[src/rtl/rv32v_types_pkg.sv]
// Shared types for the vector divide arbiter: FSM state encoding and watchdog width.
package rv32v_types_pkg;

    typedef enum logic [2:0] {
        IDLE,
        ISSUE,
        WAIT,
        RESP,
        DRAIN
    } divarb_state_t;

    localparam int unsigned DIVARB_WDOG_W = 16;

endpackage

[src/rtl/vector_div_arbiter_rr_arbiter.sv]
// Combinational round-robin arbiter: the search starts one lane past ptr_i and wraps.
module rr_arbiter #(
    parameter int unsigned NLANES = 2,
    parameter int unsigned PTR_W  = 1
) (
    input  logic [NLANES-1:0] req_i,
    input  logic [PTR_W-1:0]  ptr_i,
    output logic [NLANES-1:0] gnt_o
);

    always_comb begin
        int unsigned idx;
        logic        found;
        gnt_o = '0;
        found = 1'b0;
        idx   = 0;
        for (int unsigned off = 1; off <= NLANES; off++) begin
            idx = 32'(ptr_i) + off;
            if (idx >= NLANES) begin
                idx = idx - NLANES;
            end
            if (!found && req_i[idx]) begin
                gnt_o[idx] = 1'b1;
                found      = 1'b1;
            end
        end
    end

endmodule

[src/rtl/vector_div_arbiter.sv]
// Shares one iterative divide unit between NLANES vector lanes: round-robin grant,
// operand latch, start/done handshake with watchdog, valid/ready result return.
module vector_div_arbiter
    import rv32v_types_pkg::*;
#(
    parameter int unsigned NLANES      = 2,
    parameter int unsigned DW          = 32,
    parameter int unsigned WDOG_CYCLES = 40
) (
    input  logic                 CLK,
    input  logic                 RST,
    input  logic                 flush,
    input  logic [NLANES-1:0]    req,
    input  logic [NLANES*DW-1:0] vs1_data,
    input  logic [NLANES*DW-1:0] vs2_data,
    input  logic [NLANES-1:0]    div_type,
    input  logic [NLANES-1:0]    is_signed_div,
    output logic [NLANES-1:0]    gnt,
    output logic [NLANES-1:0]    lane_busy,
    output logic [NLANES-1:0]    resp_valid,
    input  logic [NLANES-1:0]    resp_ready,
    output logic [DW-1:0]        resp_data,
    output logic                 resp_exception,
    output logic                 du_start,
    output logic [DW-1:0]        du_vs1,
    output logic [DW-1:0]        du_vs2,
    output logic                 du_div_type,
    output logic                 du_is_signed,
    input  logic                 du_done,
    input  logic [DW-1:0]        du_wdata,
    input  logic                 du_exception
);

    localparam int unsigned PTR_W = (NLANES > 1) ? $clog2(NLANES) : 1;
    localparam logic [DIVARB_WDOG_W-1:0] WDOG_LAST = DIVARB_WDOG_W'(WDOG_CYCLES - 1);

    divarb_state_t            state_q;
    logic [PTR_W-1:0]         rr_ptr_q;
    logic [PTR_W-1:0]         owner_q;
    logic [DIVARB_WDOG_W-1:0] wdog_q;
    logic [DIVARB_WDOG_W-1:0] wdog_d;
    logic [NLANES-1:0]        lane_busy_q;
    logic [NLANES-1:0]        resp_valid_q;
    logic [DW-1:0]            resp_data_q;
    logic                     resp_exc_q;
    logic [DW-1:0]            vs1_q;
    logic [DW-1:0]            vs2_q;
    logic                     div_type_q;
    logic                     is_signed_q;

    logic [NLANES-1:0]        arb_gnt;
    logic [PTR_W-1:0]         win_idx;
    logic                     wdog_expired;

    rr_arbiter #(
        .NLANES (NLANES),
        .PTR_W  (PTR_W)
    ) u_rr_arbiter (
        .req_i  (req),
        .ptr_i  (rr_ptr_q),
        .gnt_o  (arb_gnt)
    );

    // Grant and start are the only combinational outputs; both yield to flush and reset.
    always_comb begin
        gnt      = (state_q == IDLE && !flush && !RST) ? arb_gnt : '0;
        du_start = (state_q == ISSUE) && !flush && !RST;
        win_idx  = '0;
        for (int unsigned i = 0; i < NLANES; i++) begin
            if (arb_gnt[i]) begin
                win_idx = PTR_W'(i);
            end
        end
        wdog_d       = wdog_q + 1'b1;
        wdog_expired = (wdog_q == WDOG_LAST);
    end

    always_ff @(posedge CLK) begin
        if (RST) begin
            state_q      <= IDLE;
            rr_ptr_q     <= PTR_W'(NLANES - 1);
            owner_q      <= '0;
            wdog_q       <= '0;
            lane_busy_q  <= '0;
            resp_valid_q <= '0;
            resp_data_q  <= '0;
            resp_exc_q   <= 1'b0;
            vs1_q        <= '0;
            vs2_q        <= '0;
            div_type_q   <= 1'b0;
            is_signed_q  <= 1'b0;
        end else begin
            unique case (state_q)
                IDLE: begin
                    if (!flush && (|arb_gnt)) begin
                        owner_q     <= win_idx;
                        vs1_q       <= vs1_data[win_idx*DW +: DW];
                        vs2_q       <= vs2_data[win_idx*DW +: DW];
                        div_type_q  <= div_type[win_idx];
                        is_signed_q <= is_signed_div[win_idx];
                        lane_busy_q <= arb_gnt;
                        state_q     <= ISSUE;
                    end
                end
                ISSUE: begin
                    if (flush) begin
                        lane_busy_q <= '0;
                        state_q     <= IDLE;
                    end else begin
                        wdog_q  <= '0;
                        state_q <= WAIT;
                    end
                end
                WAIT: begin
                    if (flush) begin
                        // The divider is still running; DRAIN absorbs its done pulse.
                        lane_busy_q <= '0;
                        wdog_q      <= wdog_d;
                        state_q     <= DRAIN;
                    end else if (du_done) begin
                        resp_data_q  <= du_wdata;
                        resp_exc_q   <= du_exception;
                        resp_valid_q <= lane_busy_q;
                        state_q      <= RESP;
                    end else if (wdog_expired) begin
                        resp_data_q  <= '0;
                        resp_exc_q   <= 1'b1;
                        resp_valid_q <= lane_busy_q;
                        state_q      <= RESP;
                    end else begin
                        wdog_q <= wdog_d;
                    end
                end
                RESP: begin
                    if (flush) begin
                        resp_valid_q <= '0;
                        lane_busy_q  <= '0;
                        state_q      <= IDLE;
                    end else if (resp_ready[owner_q]) begin
                        resp_valid_q <= '0;
                        lane_busy_q  <= '0;
                        rr_ptr_q     <= owner_q;
                        state_q      <= IDLE;
                    end
                end
                DRAIN: begin
                    if (du_done || wdog_expired) begin
                        state_q <= IDLE;
                    end else begin
                        wdog_q <= wdog_d;
                    end
                end
                default: state_q <= IDLE;
            endcase
        end
    end

    assign lane_busy      = lane_busy_q;
    assign resp_valid     = resp_valid_q;
    assign resp_data      = resp_data_q;
    assign resp_exception = resp_exc_q;
    assign du_vs1         = vs1_q;
    assign du_vs2         = vs2_q;
    assign du_div_type    = div_type_q;
    assign du_is_signed   = is_signed_q;

endmodule
[config.mk]
export PLATFORM = sky130hd
export DESIGN_NAME = vector_div_arbiter
export DESIGN_NICKNAME = d
export VERILOG_FILES = /design/src/rtl/rv32v_types_pkg.sv /design/src/rtl/vector_div_arbiter_rr_arbiter.sv /design/src/rtl/vector_div_arbiter.sv
export SDC_FILE = /design/constraint.sdc
export NUM_CORES = 1
export LEC_CHECK = 0
export BUFFER_PORTS_ARGS = -buffer_cell sky130_fd_sc_hd__clkbuf_2
export CAP_MARGIN = 20
export CORE_UTILIZATION = 40
export CTS_CLUSTER_SIZE = 28
export DETAILED_ROUTE_END_ITERATION = 8
export PLACE_DENSITY = 0.84
export SLEW_MARGIN = 20
export SYNTH_ARGS = -nofsm -noshare
export SYNTH_HDL_FRONTEND = slang
export SYNTH_SLANG_ARGS = --single-unit
[constraint.sdc]
create_clock -name CLK -period 2.06 [get_ports CLK]
set_input_delay 0.618 -clock CLK [delete_from_list [all_inputs] [get_ports CLK]]
set_output_delay 0.618 -clock CLK [all_outputs]
set_load 0.02 [all_outputs]
==> results by stage <==
Detailed routing:
- The detail route stage leaves a number of antenna-violating nets equal to 0.
- After detailed routing, the average wire length per cell comes to roughly 14 um.
- Summed over all layers, the routed wires come to between 10000 and 15000 um.
- For this run, design rule violations remaining after detail routing come to 0.
- The final route contains between 5000 and 6000 vias.
- The DRC marker count from the first detailed-route iteration is about 220.
- The via density per instance is approximately 5.1.
- The count of TritonRoute iterations in the first routing pass is 5.

Synthesis:
- Counting instances in the post-synthesis netlist gives the leading cell types as sky130_fd_sc_hd__dfxtp_1, sky130_fd_sc_hd__nor2_1, sky130_fd_sc_hd__mux2i_1.
- The fraction of registers with async set or reset after synthesis is 0.
- After technology mapping, the gate count stands at ~600.
- After synthesis, the cell types taking the most area are sky130_fd_sc_hd__dfxtp_1, sky130_fd_sc_hd__mux2i_1, sky130_fd_sc_hd__a211oi_1.
- A synthesized cell averages 9.28 um2.
- Synthesis inferred roughly 120 register bits.
- The most frequent cell after synthesis is sky130_fd_sc_hd__dfxtp_1.
- During synthesis, Yosys emitted a total of 0 warnings.
- The number of nets handed over by synthesis was ~770.
- The number of synthesized flops with an enable pin is 0.
- In the synthesized netlist the dominant register cell turns out to be sky130_fd_sc_hd__dfxtp_1.
- The number of distinct library cell variants in the gate-level netlist after synthesis is 49.
- The share of the synthesized area in the top cell type is 0.451.
- sky130_fd_sc_hd__dfxtp_1 takes more of the synthesized area than any other cell.
- The total standard cell area after synthesis is between 0.005 and 0.006 mm2.
- The share of the Yosys chip area taken by registers is 0.451.

Clocking:
- The clock latency on the worst-skew pair is 0.41 ns.
- TritonCTS built the clock tree.
- Clock tree synthesis inserted a total of 17 buffers.
- The total clock sinks is between 100 and 150.
- After clock tree synthesis, the clock-pin slew on the worst setup and hold paths is 0.06 ns.
- The root buffer cell is sky130_fd_sc_hd__clkbuf_16.
- The deepest clock path buffer count is 2.
- The number of levels the H-tree was split into is 4.

Final layout:
- In the final layout, the share of cells above drive strength 1 is 0.423.
- The antenna cell count is 0.
- The synthesis-to-finish area growth is 43.8%.
- After the last flow step, the layout net total stands at about 1100.

Global route:
- In the global route stage, overall resource usage came out at 0.213.
- The via count of the first global-routing pass is 5134.
- The first global-routing pass estimated between 20000 and 25000 um of wire.
- The initial antenna violation count is 0.
- Entering global routing, the biggest net connects between 50 and 60 pins.
- Global routing finished with a remaining overflow of 0.

Floorplan:
- The core area is approximately 0.013 mm2.
- The die is about 120 um tall.
- The die width is around 120 um.
- The starting density of the core is 0.412.
- The area enclosed by the die boundary is about 0.014 mm2.
- The total number of placement rows is 42.
- The boundary pin count is approximately 280.

Power:
- The power density of the placed cells is 836 mW/mm2.
- Overall power consumption after layout is estimated at between 6 and 7 mW.
- The leakage power is 3.53 nW.
- The peak supply drop is about 0.53 mV.

Setup path:
- STA classifies the critical path endpoint as an output port.
- The endpoint identified for the worst register-to-register timing path is wdog_q[8].
- The critical path is of the flip-flop to output port type.
- In this run the critical register-to-register path is launched from wdog_q[0].
- The worst setup path is launched from a flip-flop.
- At the worst endpoint, the required time is about 1.4 ns.
- The arrival time of the worst setup path is 1.37 ns.
- Along the worst path, the maximum fanout reaches 8.
- For the worst flop-to-flop path, the logic depth is 6.
- The worst setup slack for register-to-register paths is between 0.1 and 0.15 ns.

STA:
- The top achievable clock speed is about 0.5 GHz.
- Setup repair after global routing left no endpoint under its margin.
- The setup TNS is 0 ns.
- Dividing the final minimum period by the clock period gives 0.966.
- The clock arrives with 0.00758 ns of skew.
- The minimum period implied by the final worst setup slack is between 1.5 and 2 ns.
- For the pin with the worst max-slew slack, the measured transition is around 0.79 ns.
- The worst max-slew margin expressed relative to the limit is 0.473.
- The number of pins exceeding their max-slew limit in the final report was 0.
- The final-report hold violation count came to 0.
- Setup violations remaining at the end of the flow were counted as 0.

Hold path:
- The number of stages on the worst hold path is 3.
- The hold-critical path endpoint is resp_data[26].
- The type of the most critical hold path is primary input to flip-flop.
- The startpoint of the lowest-slack hold path is du_wdata[26].

Place:
- Summed over all nets, the half-perimeter wirelength after detailed placement is 11200 um.
- The total of buffers placed on input and output ports is 278.
- The routability congestion estimate from global placement is roughly 0.84.

Job:
- The tool flagged a number of max-cap violations equal to 0.

Run status:
- The flow ran to the end, and the final reports show no timing, DRC or antenna violations.
## per-layer routing
| metal | wire, um | global-route usage | part of all wire | up-vias |
|---|---|---|---|---|
| li1 | - | - | - | 2743 |
| met1 | 6180 | 0.234 | 0.41 | 2495 |
| met2 | 7660 | 0.384 | 0.51 | 181 |
| met3 | 918 | 0.0651 | 0.061 | 14 |
| met4 | 172 | 0.0766 | 0.012 | 0 |
| met5 | 0 | 0 | 0 | - |
## worst max-delay path, cell delays in order (launching register included)
cell and delay [ns]:
sky130_fd_sc_hd__dfxtp_1 0.32, sky130_fd_sc_hd__buf_4 0.17, sky130_fd_sc_hd__nor2_4 0.11, sky130_fd_sc_hd__nand2_2 0.09, sky130_fd_sc_hd__nor2b_2 0.12, sky130_fd_sc_hd__clkbuf_8 0.15
## layout by cell type (no fill, tap or decap), drive strengths merged, types with 3 or more instances in the layout
cell type	n
clkbuf	294
nor2b	3
clkinvlp	3
clkinv	3
a21o	3
nor4	3
nor2	105
nor3	4
a21oi	20
a22oi	33
mux2i	75
or2	8
o211ai	3
dfxtp	124
nand3	10
and3	5
inv	14
a211oi	71
o21ai	12
nand4	6
buf	41
a2111o	4
nand2	23
## state kept, by name, summed over array words and instances (netlist names)
signal,flops
du_div_type,1
du_is_signed,1
du_vs1,32
du_vs2,32
lane_busy,2
owner_q,1
resp_data,32
resp_exception,1
resp_valid,2
rr_ptr_q,1
state_q,3
wdog_q,16
## power breakdown
group          switching [mW]  internal (mW)
Sequential             0.0779           2.53
Clock                    1.23           1.73
Combinational           0.587          0.464
Total                    1.90           4.72
## per-stage QoR
stage	cells	utilization	area [um2]	setup WS, ns	hold slack [ns]
6_report	1067	0.593	7910	0.0697	0.455
3_5_place_dp	1032	0.543	7250	0.00588	0.463
4_1_cts	1066	0.592	7910	0.0257	0.434
5_1_grt	1067	0.593	7910	0.000491	0.448
2_1_floorplan	593	-	5510	-0.0376	0.453
3_3_place_gp	1032	0.543	7250	0.0307	0.456
## worst max path at each step
stage	startpoint	depth (start not counted)	endpoint	slack [ns]
5_1_grt	state_q[0]	4	gnt[1]	0.0005
2_1_floorplan	req[1]	5	gnt[1]	-0.04
4_1_cts	state_q[1]	5	gnt[1]	0.03
3_3_place_gp	flush	6	gnt[1]	0.03
3_5_place_dp	flush	6	gnt[0]	0.006
6_report	state_q[1]	5	gnt[1]	0.07
## logic make-up (layout without fill, tap and decap cells)
kind of cell / after synthesis / after routing / share of synthesized area
compound gates: 158 / 158 / 0.209
fa+ha+maj: 1 / 1 / 0.00227
buf+inv: 58 / 356 / 0.0500
flops: 124 / 124 / 0.451
mux: 76 / 76 / 0.139
simple gates: 176 / 176 / 0.148
## timing repair
item | in CTS | in global routing
buffers inserted | 2 | 1
endpoints found under the setup margin | 3 | 3
hold buffers | 0 | 0
pin swaps | 1 | 2
resized for setup | 12 | 0
## layout make-up
| cell class | count | area [um2] |
|---|---|---|
| timing repair buffer | 318 | 1810 |
| tap | 176 | 220 |
| fill | 1138 | 5430 |
| multi-input combinational | 411 | 2780 |
| sequential | 124 | 2490 |
| clock buffer | 17 | 425 |
| inverter | 6 | 22.5 |
| clock inverter | 15 | 174 |
Power figures use the tool's default switching activity.
